## src/rtl/multicycle_control_fsm_if.sv

```systemverilog
// Control bundle between the multicycle controller (master) and the datapath/memory side (slave).
interface multicycle_control_fsm_if;
  logic [6:0]  opcode;
  logic [2:0]  funct3;
  logic        mem_ready;
  logic        pc_write;
  logic [1:0]  pc_sel;
  logic        ir_write;
  logic        mem_read;
  logic        mem_write;
  logic        i_or_d;
  logic        reg_write;
  logic [1:0]  wb_sel;
  logic        alu_src_b;
  logic [1:0]  alu_op;
  logic        halted;
  logic        bus_err;
  logic        illegal;
  logic [31:0] instret;

  modport master (
    input  opcode, funct3, mem_ready,
    output pc_write, pc_sel, ir_write, mem_read, mem_write, i_or_d, reg_write,
           wb_sel, alu_src_b, alu_op, halted, bus_err, illegal, instret
  );

  modport slave (
    output opcode, funct3, mem_ready,
    input  pc_write, pc_sel, ir_write, mem_read, mem_write, i_or_d, reg_write,
           wb_sel, alu_src_b, alu_op, halted, bus_err, illegal, instret
  );
endinterface

```

## src/rtl/multicycle_control_fsm.sv

```systemverilog
// Multicycle fetch/decode/execute/memory/writeback controller for the RV32I-subset Fibonacci core.
// Define CTRL_INSTRET_EN to build the retired-instruction counter; otherwise instret reads 0.
module multicycle_control_fsm #(
  parameter int unsigned MEM_WAIT_MAX = 0
) (
  input  logic                     clk,
  input  logic                     arst_n,
  multicycle_control_fsm_if.master bus
);

  typedef enum logic [3:0] {
    S_FETCH    = 4'd0,
    S_DECODE   = 4'd1,
    S_EXEC_R   = 4'd2,
    S_EXEC_I   = 4'd3,
    S_ALU_WB   = 4'd4,
    S_MEM_ADDR = 4'd5,
    S_MEM_RD   = 4'd6,
    S_MEM_WB   = 4'd7,
    S_MEM_WR   = 4'd8,
    S_BRANCH   = 4'd9,
    S_JAL      = 4'd10,
    S_HALT     = 4'd11
  } state_t;

  localparam logic [6:0] OP_R      = 7'b0110011;
  localparam logic [6:0] OP_I      = 7'b0010011;
  localparam logic [6:0] OP_LOAD   = 7'b0000011;
  localparam logic [6:0] OP_STORE  = 7'b0100011;
  localparam logic [6:0] OP_BRANCH = 7'b1100011;
  localparam logic [6:0] OP_JAL    = 7'b1101111;
  localparam logic [6:0] OP_SYSTEM = 7'b1110011;
  localparam logic [7:0] WAIT_MAX  = 8'(MEM_WAIT_MAX);

  state_t     r_state;
  logic [7:0] r_wait;
  logic       r_pc_write;
  logic [1:0] r_pc_sel;
  logic       r_mem_read;
  logic       r_mem_write;
  logic       r_i_or_d;
  logic       r_reg_write;
  logic [1:0] r_wb_sel;
  logic       r_alu_src_b;
  logic [1:0] r_alu_op;
  logic       r_halted;
  logic       r_bus_err;
  logic       r_illegal;

  state_t     w_next;
  logic       w_waiting;
  logic       w_timeout;
  logic       w_illegal_op;
  logic       w_wr_done;
  logic [7:0] w_wait_inc;

  // Next-state decode; a timeout only fires when mem_ready is still low as the count reaches the limit
  always_comb begin
    w_next       = r_state;
    w_illegal_op = 1'b0;
    w_waiting    = (r_state == S_FETCH) || (r_state == S_MEM_RD) || (r_state == S_MEM_WR);
    w_wait_inc   = (r_wait == 8'hFF) ? r_wait : r_wait + 8'd1;
    if ((WAIT_MAX != 8'd0) && w_waiting && !bus.mem_ready) begin
      w_timeout = (w_wait_inc == WAIT_MAX);
    end else begin
      w_timeout = 1'b0;
    end
    case (r_state)
      S_FETCH, S_MEM_RD, S_MEM_WR: begin
        if (bus.mem_ready) begin
          if (r_state == S_FETCH) begin
            w_next = S_DECODE;
          end else if (r_state == S_MEM_RD) begin
            w_next = S_MEM_WB;
          end else begin
            w_next = S_FETCH;
          end
        end else if (w_timeout) begin
          w_next = S_HALT;
        end else begin
          w_next = r_state;
        end
      end
      S_DECODE: begin
        case (bus.opcode)
          OP_R:      w_next = S_EXEC_R;
          OP_I:      w_next = S_EXEC_I;
          OP_LOAD, OP_STORE: begin
            if (bus.funct3 == 3'b010) begin
              w_next = S_MEM_ADDR;
            end else begin
              w_next       = S_HALT;
              w_illegal_op = 1'b1;
            end
          end
          OP_BRANCH: begin
            if (bus.funct3 == 3'b000) begin
              w_next = S_BRANCH;
            end else begin
              w_next       = S_HALT;
              w_illegal_op = 1'b1;
            end
          end
          OP_JAL:    w_next = S_JAL;
          OP_SYSTEM: w_next = S_HALT;
          default: begin
            w_next       = S_HALT;
            w_illegal_op = 1'b1;
          end
        endcase
      end
      S_EXEC_R, S_EXEC_I: w_next = S_ALU_WB;
      S_MEM_ADDR: begin
        if (bus.opcode == OP_STORE) begin
          w_next = S_MEM_WR;
        end else begin
          w_next = S_MEM_RD;
        end
      end
      S_ALU_WB, S_MEM_WB, S_BRANCH, S_JAL: w_next = S_FETCH;
      S_HALT:  w_next = S_HALT;
      default: w_next = S_HALT;
    endcase
  end

  // State, wait counter, sticky flags and outputs registered from the state being entered
  always_ff @(posedge clk or negedge arst_n) begin
    if (!arst_n) begin
      r_state     <= S_FETCH;
      r_wait      <= 8'd0;
      r_pc_write  <= 1'b0;
      r_pc_sel    <= 2'b11;
      r_mem_read  <= 1'b1;
      r_mem_write <= 1'b0;
      r_i_or_d    <= 1'b0;
      r_reg_write <= 1'b0;
      r_wb_sel    <= 2'b00;
      r_alu_src_b <= 1'b0;
      r_alu_op    <= 2'b00;
      r_halted    <= 1'b0;
      r_bus_err   <= 1'b0;
      r_illegal   <= 1'b0;
    end else begin
      r_state   <= w_next;
      r_halted  <= r_halted | (w_next == S_HALT);
      r_bus_err <= r_bus_err | w_timeout;
      r_illegal <= r_illegal | w_illegal_op;
      if (w_next != r_state) begin
        r_wait <= 8'd0;
      end else if (w_waiting && !bus.mem_ready) begin
        r_wait <= w_wait_inc;
      end else begin
        r_wait <= r_wait;
      end

      r_pc_write  <= 1'b0;
      r_pc_sel    <= 2'b11;
      r_mem_read  <= 1'b0;
      r_mem_write <= 1'b0;
      r_i_or_d    <= 1'b0;
      r_reg_write <= 1'b0;
      r_wb_sel    <= 2'b00;
      r_alu_src_b <= 1'b0;
      r_alu_op    <= 2'b00;
      // ALU_WB and the memory states keep the ALU controls so the result/address stays stable
      case (w_next)
        S_FETCH:  r_mem_read <= 1'b1;
        S_EXEC_R: r_alu_op   <= 2'b10;
        S_EXEC_I: begin
          r_alu_op    <= 2'b10;
          r_alu_src_b <= 1'b1;
        end
        S_ALU_WB: begin
          r_reg_write <= 1'b1;
          r_pc_write  <= 1'b1;
          r_pc_sel    <= 2'b00;
          r_alu_op    <= r_alu_op;
          r_alu_src_b <= r_alu_src_b;
        end
        S_MEM_ADDR: r_alu_src_b <= 1'b1;
        S_MEM_RD: begin
          r_mem_read  <= 1'b1;
          r_i_or_d    <= 1'b1;
          r_alu_op    <= r_alu_op;
          r_alu_src_b <= r_alu_src_b;
        end
        S_MEM_WR: begin
          r_mem_write <= 1'b1;
          r_i_or_d    <= 1'b1;
          r_alu_op    <= r_alu_op;
          r_alu_src_b <= r_alu_src_b;
        end
        S_MEM_WB: begin
          r_reg_write <= 1'b1;
          r_wb_sel    <= 2'b01;
          r_pc_write  <= 1'b1;
          r_pc_sel    <= 2'b00;
        end
        S_BRANCH: begin
          r_alu_op   <= 2'b01;
          r_pc_write <= 1'b1;
          r_pc_sel   <= 2'b01;
        end
        S_JAL: begin
          r_reg_write <= 1'b1;
          r_wb_sel    <= 2'b10;
          r_pc_write  <= 1'b1;
          r_pc_sel    <= 2'b10;
        end
        default: r_pc_sel <= 2'b11;
      endcase
    end
  end

  // Reset values model FETCH, so the fetch strobes are masked while arst_n is low
  assign w_wr_done     = (r_state == S_MEM_WR) & bus.mem_ready;
  assign bus.ir_write  = arst_n & (r_state == S_FETCH) & bus.mem_ready;
  assign bus.mem_read  = arst_n & r_mem_read;
  assign bus.pc_write  = r_pc_write | w_wr_done;
  assign bus.pc_sel    = w_wr_done ? 2'b00 : r_pc_sel;
  assign bus.mem_write = r_mem_write;
  assign bus.i_or_d    = r_i_or_d;
  assign bus.reg_write = r_reg_write;
  assign bus.wb_sel    = r_wb_sel;
  assign bus.alu_src_b = r_alu_src_b;
  assign bus.alu_op    = r_alu_op;
  assign bus.halted    = r_halted;
  assign bus.bus_err   = r_bus_err;
  assign bus.illegal   = r_illegal;

`ifdef CTRL_INSTRET_EN
  logic [31:0] r_instret;

  // Retired-instruction counter; wraps naturally and is frozen in HALT since no pc_write occurs there
  always_ff @(posedge clk or negedge arst_n) begin
    if (!arst_n) begin
      r_instret <= 32'd0;
    end else if (bus.pc_write) begin
      r_instret <= r_instret + 32'd1;
    end else begin
      r_instret <= r_instret;
    end
  end

  assign bus.instret = r_instret;
`else
  assign bus.instret = 32'd0;
`endif

endmodule
```

## src/flat_wrapper.sv

```systemverilog
// flat-port wrapper written by rule: the top's interface ports become plain ports
module multicycle_control_fsm_flat 
#(
  parameter int unsigned MEM_WAIT_MAX = 0
)
  (clk, arst_n, bus_opcode, bus_funct3, bus_mem_ready, bus_pc_write, bus_pc_sel, bus_ir_write, bus_mem_read, bus_mem_write, bus_i_or_d, bus_reg_write, bus_wb_sel, bus_alu_src_b, bus_alu_op, bus_halted, bus_bus_err, bus_illegal, bus_instret);
  multicycle_control_fsm_if bus_i ();
  input  logic clk;
  input  logic arst_n;
  input wire logic [$bits(bus_i.opcode)-1:0] bus_opcode;
  input wire logic [$bits(bus_i.funct3)-1:0] bus_funct3;
  input wire logic [$bits(bus_i.mem_ready)-1:0] bus_mem_ready;
  output wire logic [$bits(bus_i.pc_write)-1:0] bus_pc_write;
  output wire logic [$bits(bus_i.pc_sel)-1:0] bus_pc_sel;
  output wire logic [$bits(bus_i.ir_write)-1:0] bus_ir_write;
  output wire logic [$bits(bus_i.mem_read)-1:0] bus_mem_read;
  output wire logic [$bits(bus_i.mem_write)-1:0] bus_mem_write;
  output wire logic [$bits(bus_i.i_or_d)-1:0] bus_i_or_d;
  output wire logic [$bits(bus_i.reg_write)-1:0] bus_reg_write;
  output wire logic [$bits(bus_i.wb_sel)-1:0] bus_wb_sel;
  output wire logic [$bits(bus_i.alu_src_b)-1:0] bus_alu_src_b;
  output wire logic [$bits(bus_i.alu_op)-1:0] bus_alu_op;
  output wire logic [$bits(bus_i.halted)-1:0] bus_halted;
  output wire logic [$bits(bus_i.bus_err)-1:0] bus_bus_err;
  output wire logic [$bits(bus_i.illegal)-1:0] bus_illegal;
  output wire logic [$bits(bus_i.instret)-1:0] bus_instret;
  assign bus_i.opcode = bus_opcode;
  assign bus_i.funct3 = bus_funct3;
  assign bus_i.mem_ready = bus_mem_ready;
  assign bus_pc_write = bus_i.pc_write;
  assign bus_pc_sel = bus_i.pc_sel;
  assign bus_ir_write = bus_i.ir_write;
  assign bus_mem_read = bus_i.mem_read;
  assign bus_mem_write = bus_i.mem_write;
  assign bus_i_or_d = bus_i.i_or_d;
  assign bus_reg_write = bus_i.reg_write;
  assign bus_wb_sel = bus_i.wb_sel;
  assign bus_alu_src_b = bus_i.alu_src_b;
  assign bus_alu_op = bus_i.alu_op;
  assign bus_halted = bus_i.halted;
  assign bus_bus_err = bus_i.bus_err;
  assign bus_illegal = bus_i.illegal;
  assign bus_instret = bus_i.instret;
  multicycle_control_fsm #(.MEM_WAIT_MAX(MEM_WAIT_MAX)) u_core (.clk(clk), .arst_n(arst_n), .bus(bus_i));
endmodule
```

## config.mk

```make
export PLATFORM = sky130hd
export DESIGN_NAME = multicycle_control_fsm_flat
export DESIGN_NICKNAME = d
export VERILOG_FILES = /design/src/rtl/multicycle_control_fsm_if.sv /design/src/rtl/multicycle_control_fsm.sv /design/src/flat_wrapper.sv
export SDC_FILE = /design/constraint.sdc
export NUM_CORES = 1
export LEC_CHECK = 0
export ABC_CLOCK_PERIOD_IN_PS = 2700
export BUFFER_PORTS_ARGS = -buffer_cell sky130_fd_sc_hd__buf_2
export CAP_MARGIN = 25
export CORE_MARGIN = 3
export CORE_UTILIZATION = 45
export DETAILED_ROUTE_END_ITERATION = 8
export PLACE_DENSITY = 0.88
export SLEW_MARGIN = 0
export SYNTH_ARGS = -nofsm -noshare
export SYNTH_HDL_FRONTEND = slang
export SYNTH_SLANG_ARGS = --single-unit
```

## constraint.sdc

```tcl
create_clock -name clk -period 2.7 [get_ports clk]
set_input_delay 0.27 -clock clk [delete_from_list [all_inputs] [get_ports clk]]
set_output_delay 0.27 -clock clk [all_outputs]
set_load 0.005 [all_outputs]
```

==> flow_summary.yaml, run 1 <==
run_status:
  status: "complete, no violations"
critical_path:
  start_kind: "flop"
  critPathArrivalTime_ns: 2.42
  cp_max_fo: 11
  end_kind: "flop"
  critical_path_class: "flop to flop"
  crit_required_ns: 2.92
synth:
  ys_top_cells_by_area: "dfrtp_1 (30%), buf_4 (20%), dfstp_2 (6.4%), nand2_1 (2.7%), and2_1 (2.5%)"
  syn_avg_cell_area_um2: 8.99
  synth.top_cell.area_share: 0.302
  synth_edf_count: 0
  yosys.area.top_type: "dfrtp_1"
  async_reset_ff_frac: 1.00
  ys_seq_area_frac: 0.366
  yosysUniqueCellTypes: 44
  ys_warn_count: 0
  synthesis.area_um2: 1240
  synth_ff_type: "dfrtp_1"
  synth-seq-cells: 18
  syn_inst: 138
drt:
  drt-total-wl_um: 2190
  antenna_left: 0
  vias: 931
  drtIter0Drc: 29
  drc: 0
  vias_per_cell: 4.77
  wire_per_inst_um: 11.2
  firstDrtPassIters: 4
placement:
  gp_congestion: 0.917
  hpwl_um: 1690
  place_area_um2: 1260
  port_buffers: 27
timing:
  skew_ns: 0.00572
  max_freq_mhz: 455
  hold_viol: 0
  fin_crit_sh: 0.815
  finalSetupTns_ns: 0
  rsz0062_at_grt: "no"
  slew_headroom: 0.615
  setup_violations: 0
  hold_slack_ns: 0.427
  period_needed_ns: 2.20
  worst_pin_slew_ns: 0.571
  slew_viol_final: 0
cells_and_area:
  nFillCells: 255
  syn_to_final_growth_pct: 5.34
  drive_above_1_share: 0.230
  final_area_um2: 1310
  antenna_cells: 0
  final_common_cell: "conb_1"
  layout_common_cells: "conb_1 (33), buf_2 (27), dfrtp_1 (15)"
  final_nets: 179
power:
  comb_power_share: 0.468
  power.switching_uw: 457
  ir_worst_vdd_mv: 0.459
  power_density_nw_per_um2: 891
  seqPwrFrac: 0.387
  p_int_uw: 708
  p_leak_uw: 0.000699
  clock_power_share: 0.145
  switching_share: 0.393
global_routing:
  grt_pass1_vias: 744
  grt_max_degree: 21
  antenna_found_initial: 0
  grt.total_usage: 0.124
  grt_overflow_total: 0
  grt_pass1_wl_um: 3290
die:
  ios: 61
  rows: 18
  die_y_um: 58.5
  die-area_um2: 3420
  die_x_um: 58.5
  core-area_um2: 2540
  initial_core_util: 0.488
clock_tree:
  hold_buffers: 1
  cts_tree: "yes"
  h-tree-depth: 1
  clk_latency_ns: 0.30
  cts.clk_slew.worst_paths_ns: 0.11
  numClockSinks: 18
  cts_buffers: 3
  clk_path_buf_depth: 2
  cts_setup_buffers: 0
  cts_resized: 0
  cts_root_buf: "clkbuf_4"
run:
  max_cap_viol_count: 0
worst_hold_path:
  hold_class: "input pin to asynchronous set/reset pin"
power groups by stage:
stage          Clock (uW)  Sequential (uW)  Combinational (uW)
2_1_floorplan           0              420                 473
6_report              169              451                 546
3_3_place_gp            0              450                 537
3_5_place_dp            0              455                 541
5_1_grt               189              468                 615
4_1_cts               174              449                 548
layout make-up:
cell class	count	area (um^2)	area share
timing repair buffer	28	145	0.111
multi-input combinational	111	619	0.474
sequential	18	454	0.347
clock buffer	4	36.3	0.0278
inverter	4	15.0	0.0115
tap	30	37.5	0.0287
stage by stage:
step,util,std cells,worst slack [ns],power [uW]
floorplan,-,170,0.755,893
global placement,0.496,190,0.608,987
detailed placement,0.496,190,0.541,996
CTS,0.514,195,0.493,1170
global route,0.514,195,0.338,1270
finish,0.514,195,0.500,1170
logic make-up after synthesis:
kind of cell           after synthesis  synth area share
flip-flops                          18             0.366
other                                1           0.00302
XOR/XNOR                             2            0.0141
AND/OR/NAND/NOR                     53             0.259
buffers and inverters               41             0.232
AO/OA/AOI/OAI                       23             0.126
routing by layer:
layer | routed length (um) | GRT usage | vias up | part of all wire
li1 | - | - | 464 | -
met1 | 977 | 0.190 | 423 | 0.45
met2 | 1020 | 0.171 | 42 | 0.47
met3 | 164 | 0.0132 | 2 | 0.075
met4 | 28 | 0.0596 | 0 | 0.013
met5 | 0 | 0 | - | 0
final timing paths:
check	start	to	slack, ns	cells past startpoint
min reg2reg	u_core.bus.halted	u_core.bus.halted	0.48	1
min in group clk	bus_opcode[2]	u_core.bus.illegal	0.43	5
max in group asynchronous	arst_n	u_core.r_mem_read	1.94	2
max	u_core.r_state[1]	u_core.bus.alu_op[1]	0.50	6
min	arst_n	u_core.r_state[3]	0.43	2
max reg2reg	u_core.r_state[1]	u_core.bus.alu_op[1]	0.50	6
state kept, by name, summed over array words and instances (netlist names):
register / count
u_core.bus.halted: 1
u_core.bus.mem_write: 1
u_core.r_state: 4
u_core.r_mem_read: 1
u_core.r_pc_sel: 2
u_core.bus.reg_write: 1
u_core.bus.alu_op: 2
u_core.r_pc_write: 1
u_core.bus.illegal: 1
u_core.bus.alu_src_b: 1
u_core.bus.i_or_d: 1
u_core.bus.wb_sel: 2
cells in the mapped netlist (all sizes together), types with 2 or more instances:
cell type and count:
nand2 9, o211ai 2, or4b 2, and3b 2, a211o 2, o22ai 2, buf 36, a21oi 5
nand3 5, a21o 2, o21ai 3, nor3 4, a31oi 2, and4b 2, nor2b 2, o21bai 2
dfrtp 15, nand2b 3, or2 2, nand3b 2, dfstp 3, nor2 6, inv 4, and2 5
or3 3
critical path: stages, from the launching register on:
cell and delay (ns):
dfrtp_1 0.49, or4b_4 0.61, nor4_1 0.36, or3_2 0.22, and2b_1 0.17, a21oi_1 0.10, o22ai_1 0.18
No activity file was read; power rests on OpenSTA's default activity.
==> inputs of run 2 (changes only) <==
--- a/config.mk
+++ b/config.mk
@@ -5,7 +5,7 @@
 export SDC_FILE = /design/constraint.sdc
 export NUM_CORES = 1
 export LEC_CHECK = 0
-export ABC_CLOCK_PERIOD_IN_PS = 2700
+export ABC_CLOCK_PERIOD_IN_PS = 2190
 export BUFFER_PORTS_ARGS = -buffer_cell sky130_fd_sc_hd__buf_2
 export CAP_MARGIN = 25
 export CORE_MARGIN = 3
==> constraint.sdc (replaced) <==
create_clock -name clk -period 2.19 [get_ports clk]
set_input_delay 0.219 -clock clk [delete_from_list [all_inputs] [get_ports clk]]
set_output_delay 0.219 -clock clk [all_outputs]
set_load 0.005 [all_outputs]
==> run 2 against run 1 <==
- final cell count increased by 3.6%
- total power increased by 34%
- combinational power increased by 54%
- count of clock-buffer cells in the layout unchanged
- clock skew increased by 0.0053 ns
- global-route usage increased by 1.7 points
- first-iteration DRC count decreased by 10%
- sequential cell count unchanged
- clock power increased by 24%
- sequential share of layout area decreased by 1.3 points
- core utilization increased by 2.1 points
- register-to-register slack got worse by 0.32 ns
- largest power group unchanged
==> flow_summary.yaml, run 2 (synthesis results as in run 1) <==
critical_path:
  crit_path_end: "u_core.bus.alu_src_b"
  critPathArrivalTime_ns: 2.21
  critPathMostFrequentCell: "buf_4"
  crit_chain: "buf_4 > nand2_1 > and3b_1 > or3_2 > buf_4 > or2_2 > o211ai_1"
  reg2reg_slack_ns: 0.18
  r2r-end: "u_core.bus.alu_src_b"
  path_depth: 7
  path_buf_inv: 2
  critical_path_class: "flop to flop"
  ff2ff_path_depth: 7
  r2r-start: "u_core.r_state[2]"
  startpoint: "u_core.r_state[2]"
  start_kind: "flop"
  end_kind: "flop"
  slowest_stage: "or3_2"
  cp_top_family: "simple AND/OR/NAND/NOR gates"
  crit_required_ns: 2.39
  slowest_delay_ns: 0.48
  cp_max_fo: 9
placement:
  place_area_um2: 1310
  port_buffers: 27
  gp_congestion: 0.856
  hpwl_um: 1770
  dp.cells: 197
drt:
  antenna_left: 0
  vias_per_cell: 4.80
  firstDrtPassIters: 6
  wire_per_inst_um: 11.8
  vias: 969
  drt-total-wl_um: 2380
  drc: 0
  drtIter0Drc: 26
cells_and_area:
  post-route-util: 0.534
  nFillCells: 248
  multi_input_area_um2: 619
  drive_above_1_share: 0.262
  syn_to_final_growth_pct: 9.58
  largest_reg_flops: 4
  final_common_cell: "conb_1"
  antenna_cells: 0
  seqCellArea_um2: 454
  final_area_um2: 1360
  regMostFlops: "u_core.r_state"
  final_nets: 186
  layout_common_cells: "conb_1 (33), buf_2 (27), dfrtp_1 (15)"
  fin_cells: 202
power:
  ir_worst_vdd_mv: 0.667
  p_leak_uw: 0.000735
  p_total_uw: 1560
  power_density_nw_per_um2: 1150
global_routing:
  grt_pass1_vias: 844
  grt_pass1_wl_um: 3780
  grt.met2_usage: 0.223
  use_met1: 0.201
  grt_overflow_total: 0
  antenna_found_initial: 0
  grt_use_met3: 0.0132
  grt.busiest_layer: "met2"
  grt.total_usage: 0.141
  grt_max_degree: 21
timing:
  max_freq_mhz: 498
  hold_viol: 0
  period_needed_ns: 2.01
  rsz0062_at_grt: "no"
  finalSetupTns_ns: 0
  skew_ns: 0.0110
  slew_viol_final: 0
  setup_violations: 0
  fin_crit_sh: 0.918
  slew_headroom: 0.660
  worst_pin_slew_ns: 0.504
die:
  ios: 61
  initial_core_util: 0.488
  die_x_um: 58.5
  rows: 18
  die-area_um2: 3420
  core-area_um2: 2540
  die_y_um: 58.5
run_status:
  status: "complete, no violations"
run:
  max_cap_viol_count: 0
clock_tree:
  cts_root_buf: "clkbuf_4"
  cts.clk_slew.worst_paths_ns: 0.11
  numClockSinks: 18
  cts_buffers: 3
  clk_path_buf_depth: 2
  clk_latency_ns: 0.30
  h-tree-depth: 1
  cts_tree: "yes"
  cts_setup_buffers: 0
worst_hold_path:
  hold_class: "input pin to asynchronous set/reset pin"
[run 2: timing repair]
item	in CTS	in global routing
resized for setup	0	0
hold endpoints to repair	15	0
hold buffers	1	0
[run 2: worst min path at each step]
stage,cells after the start,start,to
2_1_floorplan,0,arst_n,u_core.bus.alu_op[0]
3_3_place_gp,1,arst_n,u_core.bus.mem_write
3_5_place_dp,1,arst_n,u_core.bus.mem_write
4_1_cts,5,bus_opcode[2],u_core.bus.illegal
5_1_grt,3,bus_mem_ready,u_core.bus.wb_sel[0]
6_report,2,arst_n,u_core.bus.mem_write
[run 2: cell type report]
cell class,count,share of cell area
Inverter,4,0.0110
Multi-Input combinational cell,111,0.455
Clock buffer,4,0.0267
Sequential cell,18,0.334
Timing Repair Buffer,35,0.145
Tap cell,30,0.0276
[run 2: routing by layer]
layer,vias to the layer above,part of all wire
li1,476,-
met1,441,0.42
met2,50,0.49
met3,2,0.078
met4,0,0.0046
met5,-,0
[run 2: per-stage QoR]
step	hold slack, ns	setup WS (ns)
2_1_floorplan	-0.0766	0.245
4_1_cts	0.364	0.187
3_5_place_dp	0.173	0.116
3_3_place_gp	0.165	0.137
5_1_grt	0.397	0.0229
6_report	0.368	0.180
[run 2: report_power, final]
part,total [uW],switching [uW],internal [uW]
Clock,209,108,101
Sequential,507,43.1,464
Combinational,841,453,388
